<file path="config.mk">
export PLATFORM = sky130hd
export DESIGN_NAME = fir_mac_sequencer
export DESIGN_NICKNAME = d
export VERILOG_FILES = /design/src/rtl/fir_mac_sequencer.sv
export SDC_FILE = /design/constraint.sdc
export NUM_CORES = 1
export LEC_CHECK = 0
export ABC_AREA = 1
export BUFFER_PORTS_ARGS = -buffer_cell sky130_fd_sc_hd__buf_4
export CORE_ASPECT_RATIO = 1.25
export CORE_UTILIZATION = 50
export DETAILED_ROUTE_END_ITERATION = 6
export PLACE_DENSITY_LB_ADDON = 0.08
export SYNTH_ARGS = -nofsm -noshare
export SYNTH_HDL_FRONTEND = slang
export SYNTH_SLANG_ARGS = --single-unit
</file>
<file path="constraint.sdc">
create_clock -name clk -period 6.96 [get_ports clk]
set_clock_uncertainty 0.2 [all_clocks]
set_input_delay 1.74 -clock clk [delete_from_list [all_inputs] [get_ports clk]]
set_output_delay 1.74 -clock clk [all_outputs]
set_load 0.05 [all_outputs]
</file>
<file path="src/rtl/fir_mac_sequencer.sv">
// fir_mac_sequencer
//   Sequenced FIR engine: an N_TAPS-deep sample history and a writable
//   coefficient bank share one signed multiply-accumulate unit, one tap per
//   clock. A sample is accepted in IDLE, MAC runs for N_TAPS cycles, and OUT
//   writes the saturated sum to y_out with a one-cycle y_valid pulse.
//
// Ports
//   clk       in   clock, rising edge
//   reset     in   synchronous, active-high reset
//   cfg_we    in   coefficient write strobe (honoured only in IDLE)
//   cfg_addr  in   coefficient index (indices >= N_TAPS are ignored)
//   cfg_data  in   coefficient value, signed
//   in_valid  in   sample offered
//   in_ready  out  block can accept a sample (high in IDLE)
//   x_in      in   sample data, signed
//   y_valid   out  one-cycle pulse when y_out is updated
//   y_out     out  saturated filter result, held between updates
//   busy      out  high in MAC and OUT
module fir_mac_sequencer #(
  parameter int N_TAPS  = 10,
  parameter int BW_IN   = 2,
  parameter int BW_COEF = 4,
  parameter int BW_OUT  = 8,
  localparam int AW     = $clog2(N_TAPS),
  localparam int ACC_W  = BW_IN + BW_COEF + AW
) (
  input  logic                      clk,
  input  logic                      reset,
  input  logic                      cfg_we,
  input  logic [AW-1:0]             cfg_addr,
  input  logic signed [BW_COEF-1:0] cfg_data,
  input  logic                      in_valid,
  output logic                      in_ready,
  input  logic signed [BW_IN-1:0]   x_in,
  output logic                      y_valid,
  output logic signed [BW_OUT-1:0]  y_out,
  output logic                      busy
);

  localparam int PW = BW_IN + BW_COEF;
  localparam int SW = (ACC_W > BW_OUT) ? ACC_W : BW_OUT;

  localparam logic [AW-1:0] K_LAST   = AW'(N_TAPS - 1);
  localparam logic [AW:0]   ADDR_LIM = (AW + 1)'(N_TAPS);

  // Clamp bounds expressed at the wider of accumulator / output width so the
  // comparison is exact whichever of the two is larger.
  localparam logic signed [SW-1:0] SAT_MAX = {{(SW - BW_OUT + 1){1'b0}}, {(BW_OUT - 1){1'b1}}};
  localparam logic signed [SW-1:0] SAT_MIN = {{(SW - BW_OUT + 1){1'b1}}, {(BW_OUT - 1){1'b0}}};

  typedef enum logic [1:0] {IDLE, MAC, OUT} state_t;

  state_t                     state;
  logic [AW-1:0]              k;
  logic signed [ACC_W-1:0]    acc;
  logic signed [BW_IN-1:0]    x_hist [N_TAPS];
  logic signed [BW_COEF-1:0]  coef   [N_TAPS];

  logic signed [PW-1:0]       x_ext;
  logic signed [PW-1:0]       c_ext;
  logic signed [PW-1:0]       prod;
  logic signed [ACC_W-1:0]    prod_ext;
  logic                       cfg_hit;

  // Saturate the accumulator into the output range. When the output is at
  // least as wide as the accumulator the bounds can never be crossed and the
  // value simply passes through sign-extended.
  function automatic logic signed [BW_OUT-1:0] sat(input logic signed [ACC_W-1:0] a);
    logic signed [SW-1:0] aw;
    aw = SW'(a);
    if (aw > SAT_MAX)      sat = SAT_MAX[BW_OUT-1:0];
    else if (aw < SAT_MIN) sat = SAT_MIN[BW_OUT-1:0];
    else                   sat = BW_OUT'(aw);
  endfunction

  // Multiply stage: full-precision signed product of the current tap,
  // sign-extended to accumulator width.
  always_comb begin
    x_ext    = PW'(x_hist[k]);
    c_ext    = PW'(coef[k]);
    prod     = x_ext * c_ext;
    prod_ext = ACC_W'(prod);
    cfg_hit  = cfg_we && ({1'b0, cfg_addr} < ADDR_LIM);
  end

  // Control, history, coefficient bank and accumulate stage.
  always_ff @(posedge clk) begin
    if (reset) begin
      state    <= IDLE;
      k        <= '0;
      acc      <= '0;
      y_out    <= '0;
      y_valid  <= 1'b0;
      in_ready <= 1'b1;
      busy     <= 1'b0;
      for (int i = 0; i < N_TAPS; i++) begin
        x_hist[i] <= '0;
        coef[i]   <= '0;
      end
    end else begin
      y_valid <= 1'b0;
      case (state)
        IDLE: begin
          // A write coincident with acceptance lands before the first MAC
          // cycle, so that sample already sees the new coefficient.
          if (cfg_hit) coef[cfg_addr] <= cfg_data;
          if (in_valid && in_ready) begin
            x_hist[0] <= x_in;
            for (int i = N_TAPS - 1; i > 0; i--) x_hist[i] <= x_hist[i-1];
            acc      <= '0;
            k        <= '0;
            state    <= MAC;
            in_ready <= 1'b0;
            busy     <= 1'b1;
          end
        end
        MAC: begin
          acc <= acc + prod_ext;
          k   <= k + AW'(1);
          if (k == K_LAST) state <= OUT;
        end
        OUT: begin
          y_out    <= sat(acc);
          y_valid  <= 1'b1;
          state    <= IDLE;
          in_ready <= 1'b1;
          busy     <= 1'b0;
        end
        default: begin
          state    <= IDLE;
          in_ready <= 1'b1;
          busy     <= 1'b0;
        end
      endcase
    end
  end

endmodule

</file>
# --- Word-level counts from Yosys, hierarchy flattened ---
# Memories as Yosys holds them, arrays and structs flattened. A register that Yosys moved wholly into a read port is not among the register bits.
# Index checks and enable logic that the tools add are counted.
word_totals:
  ff_bits: 27
  latch_bits: 0
  ram_bits: 60
  rom_bits: 0
  input_bits: 14
  memories: 2
classes:
  add_sub_neg: 2
  n_mul: 1
  div_mod_pow: 0
  n_lt_le_gt_ge: 3
  eq_ne: 5
  shifts: 0
  mux: 41
  n_bitwise: 11
  reduce_logical: 8
memory_table:
  columns: ["name", "words", "word_bits", "rd", "rd_clocked_by_memory_dff", "wr", "line", "rtl"]
  rows:
  - ["coef", 10, 4, 1, 1, 10, "57", "logic signed [BW_COEF-1:0] coef [N_TAPS];"]
  - ["x_hist", 10, 2, 10, 1, 10, "56", "logic signed [BW_IN-1:0] x_hist [N_TAPS];"]
ops:
  columns: ["operator", "count"]
  rows:
  - ["2-to-1 mux 4 bit", 7]
  - ["2-to-1 mux 2 bit", 12]
  - ["one-hot mux 10 bit (2 select lines)", 1]
  - ["2-to-1 mux 8 bit", 2]
  - ["2-to-1 mux 1 bit", 14]
  - ["adder 10 x 6 -> 10 bit", 1]
  - ["greater-than comparator 10 x 8 -> 1 bit, second input constant", 1]
  - ["< comparator 10 x 8 -> 1 bit, second input constant", 1]
  - ["2-to-1 mux 10 bit", 1]
  - ["bitwise OR 1 bit", 10]
  - ["one-hot mux 4 bit (2 select lines)", 1]
  - ["multiplier 2 x 4 -> 6 bit", 1]
  - ["AND reduction 2 bit", 3]
  - ["adder 4 x 1 -> 4 bit, second input constant", 1]
  - ["== test 4 bit, second input constant", 1]
  - ["< comparator 4 bit, second input constant", 1]
  - ["!= test 2 bit, second input constant", 2]
  - ["one-hot mux 1 bit (2 select lines)", 2]
  - ["one-hot mux 2 bit (2 select lines)", 1]
  - ["OR reduction 4 bit", 1]
  - ["== test 2 x 1 -> 1 bit, second input constant", 1]
  - ["== test 2 bit, second input constant", 1]
  - ["logical AND 1 bit", 2]
  - ["zero test 2 bit", 1]
  - ["other kinds (2)", 2]

# --- Logic depth before layout (Yosys ltp) ---
# Gate-level depths: netlist (run 1).
depth:
  word_depth: 8
  mapped_depth: 23
  ltp_nobuf: 22

# --- Worst setup path before layout (run 1) ---
# OpenSTA, ideal clock, no wires.
synth_path:
  path_kind: "input-to-reg"
  startpoint: "input port cfg_addr[2]"
  endpoint: "memory coef[1][0] (enable)"
  t_arrival_ps: 2818
  required_time_ps: 6452
  path_slack_ps: 3634
  path_stages: 10
  path_buffers: 0
  cell_sequence: "o21a_1 > nor3_2 > inv_2 > nor2_4 > inv_2 > nor2_4 > inv_2 > nor2_8 > nand2_2 > nand2_1"
synth_rtl:
  columns: ["element", "line", "rtl"]
  rows:
  - ["start, declared", "30", "input logic [AW-1:0] cfg_addr,"]
  - ["end, declared", "57", null]

==> flow_results.org, run 1 <==
** Finish
- Net count, final :: 684
- Area Overhead vs Synth :: 16.4%
- Antenna fix cells :: 0
- Layout Cells excl Fill :: 795
- Most common cell after layout, fill and taps aside :: nand2_1
- Fill cell count :: 918
- Core utilization of the finished layout :: 60.6%
- Layout cell share with drive strength beyond 1 :: 11.6%
- Sequential cell area in the final layout :: 3140 µm²
- The top cell types in the final layout, fill and taps aside, are 102 x nand2_1, 99 x nor2_1, 84 x edfxtp_1, 70 x inv_1, 42 x nand3_1.
- Area occupied by multi-input gates :: 2150 µm²

** Clock network
- Number of clock sinks :: 115
- In this run, post-CTS hold repair placed 0 buffers.
- Clock Latency Late Sink :: 0.41 ns
- Maximum clock path buffer count :: 2
- The number of setup buffers added after CTS is 0.
- After clock tree synthesis, the clock-pin slew on the worst setup and hold paths is 0.05 ns.
- TritonCTS clock tree :: built
- Post-CTS repair changed the size of 0 cells.
- H-tree Lvls :: 4
- Num CTS Buffers :: 17
- Root buffer cell :: clkbuf_16

** Pwr
- Power density of the placed cells :: 301 nW/µm²
- Net switching power of the design :: 0.000532 W
- Worst IR Drop VDD :: 0.148 mV
- Fraction of power spent switching nets :: 27.1%
- In this run the static leakage power is 2.80 nW.
- Combinational cell fraction of total power :: 15.8%
- Per report_power, the sequential group accounts for 40.9% of the total.
- Clk network pwr share :: 43.3%
- Internal cell power :: 0.00144 W
- Final Total Pwr :: 0.00197 W

** Timing
- Total negative setup slack :: 0 ns
- The hold violation total from the final report is 0.
- Setup repair after global routing missed its margin :: false
- Of the available clock period, the critical path in the final layout requires 59.9%.
- Final-report max-slew violation count :: 0
- Final setup violation count :: 0
- Minimum clock period after layout :: 4.17 ns
- Rel. slew slack :: 41.5%
- Max Freq :: 240 MHz
- For the pin with the worst max-slew slack, the measured transition is 0.875 ns.

** Route
- DR pass1 iterations :: 5
- DR WL met3 :: 535 µm
- Overall routed net length :: 11900 µm
- For this run, design rule violations remaining after detail routing come to 0.
- Using the TritonRoute via totals, the vias-per-cell ratio works out to 5.33.
- For this block, the via count after detailed routing is 4240.
- Residual antenna-violating net count after detailed routing :: 0
- The detailed router finished its first iteration with 239 violations.
- Detailed-route wire length per cell :: 14.9 µm
- DRT met1 WL :: 5130 µm
- Routed signal wires occupy layers up through met4.
- In the detailed route, the total length drawn on met2 is 5880 µm.

** Setup path
- The signal on the critical path passes through buf_4, inv_2, o21ai_0, o22ai_1, o211ai_1, nand3_1, fa_1, inv_1, ha_1, nand2_1, nand2_1, a21boi_0, nand2_1, nand2_1, nand2_1, nand2_1, nand3_1, a21oi_1.
- STA puts the critical path data arrival time at 4.32 ns.
- Cell family with the largest share of critical-path delay :: compound AO/OA/AOI/OAI gates
- STA puts the critical path data required time at 7.11 ns.
- In this run the worst path has a maximum fanout of 43.
- The most numerous cell type found on the critical path is nand2_1.
- Worst Reg2Reg Path Length in Cells :: 18
- In this run the number of cells on the critical path is 18.
- The slowest stage of the critical path belongs to the cell fa_1.
- The setup check on the worst reg-to-reg path leaves a slack of 2.79 ns.
- Slowest stage delay, CP :: 0.53 ns
- Number of buffers and inverters on the critical path :: 3
- Path type of the worst setup path :: reg2reg
- Termination of the worst setup path :: acc[7]
- Element type at the critical path end :: register
- R2R Path End :: acc[7]
- The worst setup path is launched from a register.

** Logic synthesis
- Synth top area share :: 45.0%
- Number of flops mapped to enable cells by yosys :: 84
- Of the synthesized area, sequential elements account for 56.0%.
- After synthesis the cells add up to 5610 µm².
- Count of state elements after synthesis :: 115
- Synth warnings :: 0
- The number of different library cells used by synthesis comes to 38.
- Main flop type after synthesis :: edfxtp_1
- Area leader, netlist :: edfxtp_1
- Average footprint of a synthesized cell :: 9.23 µm²
- Post-Synthesis Cells :: 608
- Leading post-synthesis cells by cell area :: edfxtp_1 45%, dfxtp_1 11%, nand2_1 6.8%, nor2_1 6.6%, inv_1 4.7%
- Of all flip-flops after synthesis, the portion carrying an async set or reset was 0%.

** Floorplan
- DIE WIDTH :: 96.7 µm
- Overall die area :: 11600 µm²
- From bottom edge to top edge, the die measures 120 µm.
- For this configuration, the core starts out at a cell density of 52.1%.
- The region available for standard cell placement spans 10800 µm².
- Count of boundary I/O pins :: 25
- Row generation in the floorplan step produced 42 rows.

** Global route
- Entering global routing, the biggest net connects 44 pins.
- For this run, the total global-route usage over all layers was measured as 21.8%.
- The initial antenna violation count is 0.
- The via count of the first global-routing pass was 4138.
- For this run the aggregate overflow at the end of global routing stands at 0.
- The first global-routing pass estimated 19600 µm of wire.

** Run
- Max capacitance violation total :: 0

** Place
- Input and output buffers added on the ports amount to 24.
- The congestion estimate from routability-driven global placement came to 0.855.
- Placed Cells incl. Taps :: 763
- HPWL after detailed placement :: 8180 µm

** Outcome
- The flow ran to the end, and the final reports show no timing, DRC or antenna violations.

** Hold path
- The tightest min-delay check is of the reg2reg type.
[kinds of logic (layout without fill, tap and decap cells)]
kind of cell	Yosys count	after routing	synth area share, %
buffers and inverters	102	134	7.23
XOR/XNOR	1	1	0.156
adder cells (fa/ha/maj)	20	20	5.00
other	1	24	0.0669
AO/OA/AOI/OAI	109	109	11.3
AND/OR/NAND/NOR	260	260	20.2
flip-flops	115	115	56.0
[power groups by stage]
| stage | logic, W | clock network, W | registers, W |
|---|---|---|---|
| after detailed placement | 0.000308 | 0 | 0.000818 |
| after floorplan | 0.000230 | 0 | 0.000816 |
| after global placement | 0.000301 | 0 | 0.000817 |
| final | 0.000311 | 0.000852 | 0.000805 |
| after CTS | 0.000310 | 0.000857 | 0.000805 |
| after global routing | 0.000354 | 0.000892 | 0.000810 |
[layer usage]
layer | GRT usage (%) | up-vias
met2 | 36.9 | 103
li1 | - | 2103
met1 | 26.1 | 2004
met3 | 5.32 | 30
met5 | 0 | -
met4 | 10.4 | 0
[state kept, by name, summed over array words and instances (netlist names), named ones only]
register and flops:
k 4, acc 10, y_valid 1, coef 64, y_out 8, in_ready 1, busy 1, x_hist 20
state 2
[Yosys cell counts, drive strengths merged (2+ instances only)]
| cell type | count |
|---|---|
| a211oi | 5 |
| a21o | 3 |
| a21oi | 34 |
| buf | 7 |
| clkbuf | 18 |
| dfxtp | 31 |
| edfxtp | 84 |
| fa | 4 |
| ha | 16 |
| inv | 76 |
| nand2 | 108 |
| nand3 | 45 |
| nor2 | 104 |
| nor3 | 2 |
| o211ai | 4 |
| o21ai | 43 |
| o221ai | 10 |
| o22ai | 3 |
| o31ai | 2 |
[through the flow]
step | worst slack, ns | hold slack [ns] | cell area [µm²]
2_1_floorplan | 3.63 | 0.253 | 5700
3_3_place_gp | 2.90 | 0.257 | 5930
3_5_place_dp | 2.85 | 0.257 | 5930
4_1_cts | 2.84 | 0.266 | 6530
5_1_grt | 2.42 | 0.287 | 6530
6_report | 2.79 | 0.263 | 6530
[how the worst min path moves through the flow]
stage	from	end	cells past startpoint
floorplan	acc[2]	acc[2]	2
global placement	busy	busy	2
detailed placement	y_out[2]	y_out[2]	2
CTS	y_out[2]	y_out[2]	2
global route	busy	busy	2
finish	y_out[2]	y_out[2]	2
[final cells by class]
type,instances,area share [%]
Sequential cell,115,48.1
Clock buffer,25,8.59
Clock inverter,7,0.556
Inverter,77,4.43
Tap cell,132,2.53
Multi-Input combinational cell,414,32.9
Timing Repair Buffer,25,2.87
[tightest hold or removal path, stage by stage (launching register included)]
cell,delay [ns]
dfxtp_1,0.31
nand2_1,0.06
a21oi_1,0.05
No activity file was read; power rests on OpenSTA's default activity.
==> run 2, diff against run 1 <==
ABC_AREA = 0   (was 1)
clock period = 3.8 ns   (was 6.96 ns; I/O delays follow)
==> flow_results.org, run 2 <==
** Outcome
- Status: finished with violations (was finished, final reports clean).
- Failing checks :: negative setup slack

** Clock network
- Root buffer cell :: clkbuf_16 (unchanged)
- The quantity of hold-fixing buffers added after cts was 0 (unchanged).
- The TritonCTS clock tree is built (unchanged).
- Clock Latency Late Sink :: 0.41 ns (about the same)
- The buffer levels on the longest clock path is 2 (unchanged).
- Clock slew seen by the registers of the worst setup and hold paths :: 0.05 ns (about the same)
- The number of H-tree levels is 4 (unchanged).
- Num CTS Buffers :: 17 (unchanged)
- Number of clock sinks :: 115 (unchanged)

** Finish
- The growth of design area from synthesis to finish was 23.7% (was 16.4%).
- Leading cell types in the layout, fill and taps excluded :: 84 x edfxtp_1, 52 x nor2_1, 51 x buf_4, 38 x and2_1, 30 x dfxtp_1 (was 102 x nand2_1, 99 x nor2_1, 84 x edfxtp_1, 70 x inv_1, 42 x nand3_1)
- Register with the highest flop count :: coef (unchanged)
- The post-layout instance count excluding filler cells came to 650 (was 795).
- Largest registers :: coef: 64 flops, x_hist: 20 flops, acc: 10 flops (unchanged)
- Antenna fix cells :: 0 (unchanged)
- Max reg flops :: 64 (unchanged)
- Layout cell share with drive strength beyond 1 :: 24.1% (was 11.6%)
- Most common cell after layout, fill and taps aside :: edfxtp_1 (was nand2_1)
- Net count, final :: 539 (was 684)

** Floorplan
- The width of the die is 95.1 µm (was 96.7 µm).
- The placeable core region is 10600 µm² (was 10800 µm²).
- Overall die area :: 11300 µm² (was 11600 µm²)
- The number of I/O pins was 25 (unchanged).
- The height of the chip came to 118 µm (was 120 µm).
- The number of standard-cell rows in the floorplan is 42 (unchanged).
- The initial standard-cell utilization of the core is 51.3% (was 52.1%).

** Logic synthesis
- The prevailing post-synth register cell was edfxtp_1 (unchanged).
- Area fraction in compound gates after synthesis :: 6.14% (was 11.3%)
- The post-synthesis xor/xnor area fraction came to 1.06% (was 0.156%).
- The gate count of the mapped netlist came to 429 (was 608).
- The area of the mapped netlist is 5420 µm² (was 5610 µm²).
- The number of warning messages in the yosys log came to 0 (unchanged).
- The simple-gate share of the synthesized area is 15.3% (was 20.2%).
- Leading post-synthesis cells by cell area :: edfxtp_1 47%, dfxtp_1 11%, mux4_2 8.7%, and2_1 4.4%, ha_1 3.7% (was edfxtp_1 45%, dfxtp_1 11%, nand2_1 6.8%, nor2_1 6.6%, inv_1 4.7%)
- The count of flip-flops with a built-in enable after synthesis was 84 (unchanged).
- Most numerous cell in the Yosys netlist :: edfxtp_1 (was nand2_1)
- Area leader, netlist :: edfxtp_1 (unchanged)
- The fraction of registers with async set or reset after synthesis was 0% (unchanged).
- The average instance area after synthesis is 12.6 µm² (was 9.23 µm²).
- Seq/Total Area, Yosys :: 58.0% (was 56.0%)
- The register bit total from synthesis is 115 (unchanged).
- The adder-cell share of the synthesized area is 5.17% (was 5.00%).
- Post-synth cell types :: 46 (was 38)
- Cell types with the highest counts after synthesis: 84 x edfxtp_1, 53 x nor2_1, 38 x and2_1 (was 102 x nand2_1, 99 x nor2_1, 84 x edfxtp_1).
- The combinational family with the most area after synthesis is simple AND/OR/NAND/NOR gates (unchanged).
- The share of cell area taken by muxes after synthesis is 11.4% (was 0%).
- The top cell type's share of synthesized area was 46.5% (was 45.0%).

** Route
- Residual antenna-violating net count after detailed routing :: 0 (unchanged)
- The DRC violations left was 0 (unchanged).
- Detailed-route wire length per cell :: 16.6 µm (was 14.9 µm)
- The total vias in the final route is 3436 (was 4240).
- Violation count after the first detailed-route iteration :: 147 (was 239)
- Overall routed net length :: 10800 µm (was 11900 µm)
- The first-pass iteration count of the detailed router was 4 (was 5).
- The via-per-instance ratio was 5.29 (was 5.33).

** Pwr
- Final Total Pwr :: 0.00339 W (was 0.00197 W)
- Clk network pwr share :: 44.8% (was 43.3%)
- The combinational share of power was 12.3% (was 15.8%).
- Net switching power of the design :: 0.000809 W (was 0.000532 W)
- Worst IR Drop VDD :: 0.453 mV (was 0.148 mV)
- Part of the power in registers :: 42.9% (was 40.9%)
- The internal power contribution was 0.00258 W (was 0.00144 W).
- The switching share of power came to 23.9% (was 27.1%).
- Leakage Power :: 2.63 nW (was 2.80 nW)
- Power density of the placed cells :: 505 nW/µm² (was 301 nW/µm²)

** Timing
- The worst slew margin relative to its limit was 45.1% (was 41.5%).
- The final setup violation count came to 7 (was 0).
- Total negative setup slack :: -1.29 ns (was 0 ns)
- Number of failing hold endpoints at the final stage :: 0 (unchanged)
- The setup slack of the critical path after layout was -0.264 ns (was 2.79 ns).
- Setup repair after global routing missed its margin :: true (was false)
- The time the worst path needs with I/O delays and setup was 4.06 ns (was 4.17 ns).
- Final-report max-slew violation count :: 0 (unchanged)
- Pin slew with the least headroom to its limit :: 0.822 ns (was 0.875 ns)
- Max Freq :: 246 MHz (was 240 MHz)
- The part of the cycle the worst path needs was 107% (was 59.9%).
- The worst hold slack came to 0.257 ns (was 0.263 ns).

** Setup path
- Path type of the worst setup path :: reg2reg (unchanged)
- The nature of the critical path endpoint is a register (unchanged).
- Startpoint kind of the worst setup timing path :: register (unchanged)
- Required time of the critical path :: 3.91 ns (was 7.11 ns)
- Arrival time worst endpoint :: 4.17 ns (was 4.32 ns)
- The peak fanout along the critical path was 5 (was 43).

** Global route
- The global-route wire length before repair came to 17500 µm (was 19600 µm).
- The initial antenna violation count was 0 (unchanged).
- Vias in the first global route :: 3559 (was 4138)
- The global-route total usage across every layer was 21.5% (was 21.8%).
- The global-route congestion overflow total was 0 (unchanged).
- The largest net degree at the start of global routing is 48 (was 44).

** Place
- The final HPWL from detailed placement is 7690 µm (was 8180 µm).
- The routability-driven placement congestion ratio is 0.764 (was 0.855).
- Setup WS pre-CTS :: -0.381 ns (was 2.85 ns)
- The number of buffers inserted by port buffering is 24 (unchanged).
- Placed Cells incl. Taps :: 608 (was 763)

** Run
- The number of max-cap violations came to 0 (unchanged).

** Hold path
- The worst hold path class was reg2reg (unchanged).
==> run 2: changes by cell type in the layout (fill, tap and decap cells not counted), sizes merged, moves of 11 or more <==
| cell | before | now |
|---|---|---|
| buf | 25 | 57 |
| mux4 | 0 | 24 |
| and2 | 0 | 38 |
| a21oi | 34 | 22 |
| nand2b | 0 | 11 |
| nand3 | 45 | 6 |
| inv | 77 | 18 |
| o21ai | 43 | 7 |
| nor2 | 104 | 53 |
| nand2 | 108 | 26 |
==> run 2: timing repair <==
action / in CTS / in global routing
setup endpoints to repair: 7 / 7
gates cloned: 0 / 0
setup buffers: 9 / 1
resized for setup: 8 / 3
pin swaps: 7 / 5
==> run 2: cell families after synthesis <==
logic type / count (synthesis)
fa+ha+maj: 20
simple gates: 166
other cells: 1
compound gates: 53
buf+inv: 39
xor+xnor: 5
flops: 115
mux: 30
==> run 2: through the flow <==
step                      utilization [%]  instance area, µm²
final                                63.5                6700
after global routing                 63.5                6700
after CTS                            63.3                6690
after detailed placement             56.8                6000
after global placement               56.8                6000
after floorplan                         -                5560
==> run 2: worst paths after layout <==
kind	slack [ns]	to	start	cells past startpoint
worst min register to register	0.26	y_out[3]	y_out[3]	2
worst min-delay path	0.26	y_out[3]	y_out[3]	2
worst max-delay path	-0.26	acc[9]	register	14
worst max register to register	-0.26	acc[9]	register	14
==> run 2: cell type report <==
cell class / count / area [µm²]
clock inverters: 13 / 134
inverters: 16 / 60.1
flip-flops and latches: 115 / 3150
repair buffers: 57 / 498
well taps: 132 / 165
fillers: 817 / 3860
multi-input cells: 298 / 2270
clock buffers: 19 / 433
==> run 2: power by group through the flow <==
stage	clock, W	sequential (W)	combinational, W
global placement	0	0.00148	0.000374
detailed placement	0	0.00148	0.000381
global route	0.00159	0.00146	0.000458
floorplan	0	0.00147	0.000264
finish	0.00152	0.00145	0.000416
CTS	0.00153	0.00145	0.000416
==> run 2: critical path, stage by stage, from the launching register on <==
cell	delay, ns
dfxtp_4	0.40
buf_12	0.12
mux4_2	0.50
mux4_2	0.51
or2_1	0.25
fa_1	0.50
inv_2	0.05
ha_4	0.23
and3_4	0.17
a221oi_2	0.23
o31ai_2	0.12
a31oi_1	0.21
o21ai_1	0.10
xnor3_1	0.19
o32ai_2	0.20
==> run 2: per-layer routing <==
metal / track usage, % / up-vias / wire (µm)
li1: - / 1679 / -
met1: 23.7 / 1682 / 4310
met2: 38.0 / 62 / 5940
met3: 6.05 / 13 / 303
met4: 8.43 / 0 / 248
met5: 0 / - / 0
==> run 3, diff against run 2 <==
RECOVER_POWER = 25   (was default)
==> flow_results.org, run 3 (synthesized netlist as in run 2, its figures left out) <==
** Clock network
- The total number of clock tree sinks was 115 (unchanged).
- Root buffer cell :: clkbuf_16 (unchanged)
- The insertion delay of the later-clocked pin in the worst-skew pair is 0.41 ns (about the same).
- The clock input transition at the sequential cells of the worst setup and hold paths was 0.05 ns (about the same).
- The buffer levels on the longest clock path is 2 (unchanged).
- Number of hold-repair buffers added at the cts stage :: 0 (unchanged)
- The TritonCTS clock tree was built (unchanged).
- The TritonCTS buffer count is 17 (unchanged).
- H-tree Lvls :: 4 (unchanged)

** Route
- The total vias in the final route was 3421 (was 3436).
- The DRC marker count from the first detailed-route iteration was 147 (unchanged).
- The DRC violations left is 0 (unchanged).
- The number of nets with antenna violations after routing is 0 (unchanged).
- Detailed-route wire length per cell :: 16.6 µm (about the same)
- The post-detailed-routing wire length came to 10800 µm (about the same).
- The first-pass iteration count of the detailed router was 4 (unchanged).
- DR vias/cell :: 5.26 (was 5.29)

** Timing
- The maximum clock frequency was 246 MHz (about the same).
- Total negative setup slack :: -1.27 ns (was -1.29 ns)
- Crit path setup slack, layout :: -0.265 ns (was -0.264 ns)
- Minimum clock period after layout :: 4.07 ns (was 4.06 ns)
- The worst slew margin relative to its limit came to 25.5% (was 45.1%).
- The final setup violation count is 7 (unchanged).
- The worst hold slack was 0.257 ns (about the same).
- Final critical-path share of the clock period :: 107% (about the same)
- Setup repair after global routing missed its margin :: true (unchanged)
- Final-report max-slew violation count :: 0 (unchanged)
- The hold violation total from the final report was 0 (unchanged).
- Pin slew with the least headroom to its limit :: 1.12 ns (was 0.822 ns)

** Run
- The number of max-cap violations is 0 (unchanged).

** Place
- Setup WS pre-CTS :: -0.381 ns (unchanged)
- The routability-driven placement congestion ratio was 0.764 (unchanged).
- Placed cell area :: 6000 µm² (unchanged)
- HPWL after detailed placement :: 7690 µm (unchanged)
- The number of buffers inserted by port buffering is 24 (unchanged).

** Finish
- The flip-flop count of the largest register, all copies and words added is 64 (unchanged).
- Leading cell types in the layout, fill and taps excluded :: 84 x edfxtp_1, 52 x nor2_1, 48 x buf_4, 30 x dfxtp_1 (was 84 x edfxtp_1, 52 x nor2_1, 51 x buf_4, 38 x and2_1, 30 x dfxtp_1)
- Largest registers :: coef: 64 flops, x_hist: 20 flops, acc: 10 flops (unchanged)
- The commonest non-fill, non-tap cell in the layout is edfxtp_1 (unchanged).
- Layout cell share with drive strength beyond 1 :: 23.6% (was 24.1%)
- Area Overhead vs Synth :: 23.5% (was 23.7%)
- Antenna fix cells :: 0 (unchanged)
- Fill cell count :: 821 (was 817)
- The sequential cell area is 3150 µm² (unchanged).
- Final design instance area without fill :: 6690 µm² (was 6700 µm²)
- Net count, final :: 539 (unchanged)
- Area occupied by multi-input gates :: 2270 µm² (unchanged)
- The register with the most flip-flops is coef (unchanged).

** Outcome
- Status :: finished with violations (unchanged)
- Failing checks: negative setup slack (unchanged).

** Global route
- Total global routing overflow :: 0 (unchanged)
- Vias in the first global route :: 3559 (unchanged)
- The global-route wire length before repair is 17500 µm (unchanged).
- Antenna violations before repair :: 0 (unchanged)
- Gr usage total :: 21.5% (unchanged)
- Pin count of the biggest net entering global routing :: 48 (unchanged)

** Floorplan
- The height of the chip came to 118 µm (unchanged).
- Effective utilization at floorplan :: 51.3% (unchanged)
- The placeable core region is 10600 µm² (unchanged).
- The number of I/O pins was 25 (unchanged).
- FP Rows :: 42 (unchanged)
- The width of the die is 95.1 µm (unchanged).
- The total die area is 11300 µm² (unchanged).

** Setup path
- Critical Path Fanout Max :: 5 (unchanged)
- Required time of the critical path :: 3.91 ns (about the same)
- Arrival time worst endpoint :: 4.17 ns (about the same)
- The type of origin of the critical path is a register (unchanged).
- The path type of the worst setup path was reg2reg (unchanged).
- The nature of the critical path endpoint is a register (unchanged).

** Pwr
- Power density of the placed cells :: 505 nW/µm² (about the same)
- Leakage Power :: 2.61 nW (was 2.63 nW)
- The peak supply drop was 0.453 mV (about the same).

** Hold path
- Path class of the lowest-slack min-delay path :: reg2reg (unchanged)
## run 3: metrics by stage
step / instances / power [W] / utilization, %
2_1_floorplan: 452 / 0.00173 / -
3_3_place_gp: 608 / 0.00185 / 56.8
3_5_place_dp: 608 / 0.00186 / 56.8
4_1_cts: 649 / 0.00340 / 63.3
5_1_grt: 650 / 0.00351 / 63.3
6_report: 650 / 0.00338 / 63.3
## run 3: area by class of cell
class                           count  area share, %
Clock buffer                       19           6.47
Clock inverter                     13           2.00
Inverter                           16          0.898
Multi-Input combinational cell    298           33.9
Sequential cell                   115           47.0
Tap cell                          132           2.47
Timing Repair Buffer               57           7.27
## run 3: final timing paths
path,start,to,slack [ns],depth (start not counted)
max,register,acc[9],-0.27,14
min,y_out[3],y_out[3],0.26,2
max reg2reg,register,acc[9],-0.27,14
min reg2reg,y_out[3],y_out[3],0.26,2
## run 3: report_power, final
group / switching, W / internal [W] / total (W)
sequential: 0.0000364 / 0.00142 / 0.00145
clock: 0.000554 / 0.000960 / 0.00151
combinational: 0.000215 / 0.000198 / 0.000413
total: 0.000805 / 0.00257 / 0.00338
## run 3: routing by layer
layer | share of wire (%) | vias to the layer above | track usage [%]
met4 | 2.7 | 0 | 8.43
met1 | 40 | 1669 | 23.7
li1 | - | 1682 | -
met2 | 55 | 55 | 38.0
met3 | 2.6 | 15 | 6.05
met5 | 0 | - | 0
## run 3: what timing repair did
item,in CTS,in global routing
setup buffers,9,1
endpoints found under the hold margin,0,0
gates cloned,0,0
endpoints found under the setup margin,7,7
resized for setup,8,3
pin swaps,7,5
## run 3: critical path: stages, from the launching register on
cell and delay, ns:
dfxtp_4 0.40, buf_12 0.12, mux4_2 0.50, mux4_2 0.51, or2_1 0.25, fa_1 0.50, inv_2 0.05, ha_4 0.23
and3_4 0.17, a221oi_2 0.23, o31ai_2 0.12, a31oi_1 0.21, o21ai_1 0.10, xnor3_1 0.19, o32ai_2 0.20
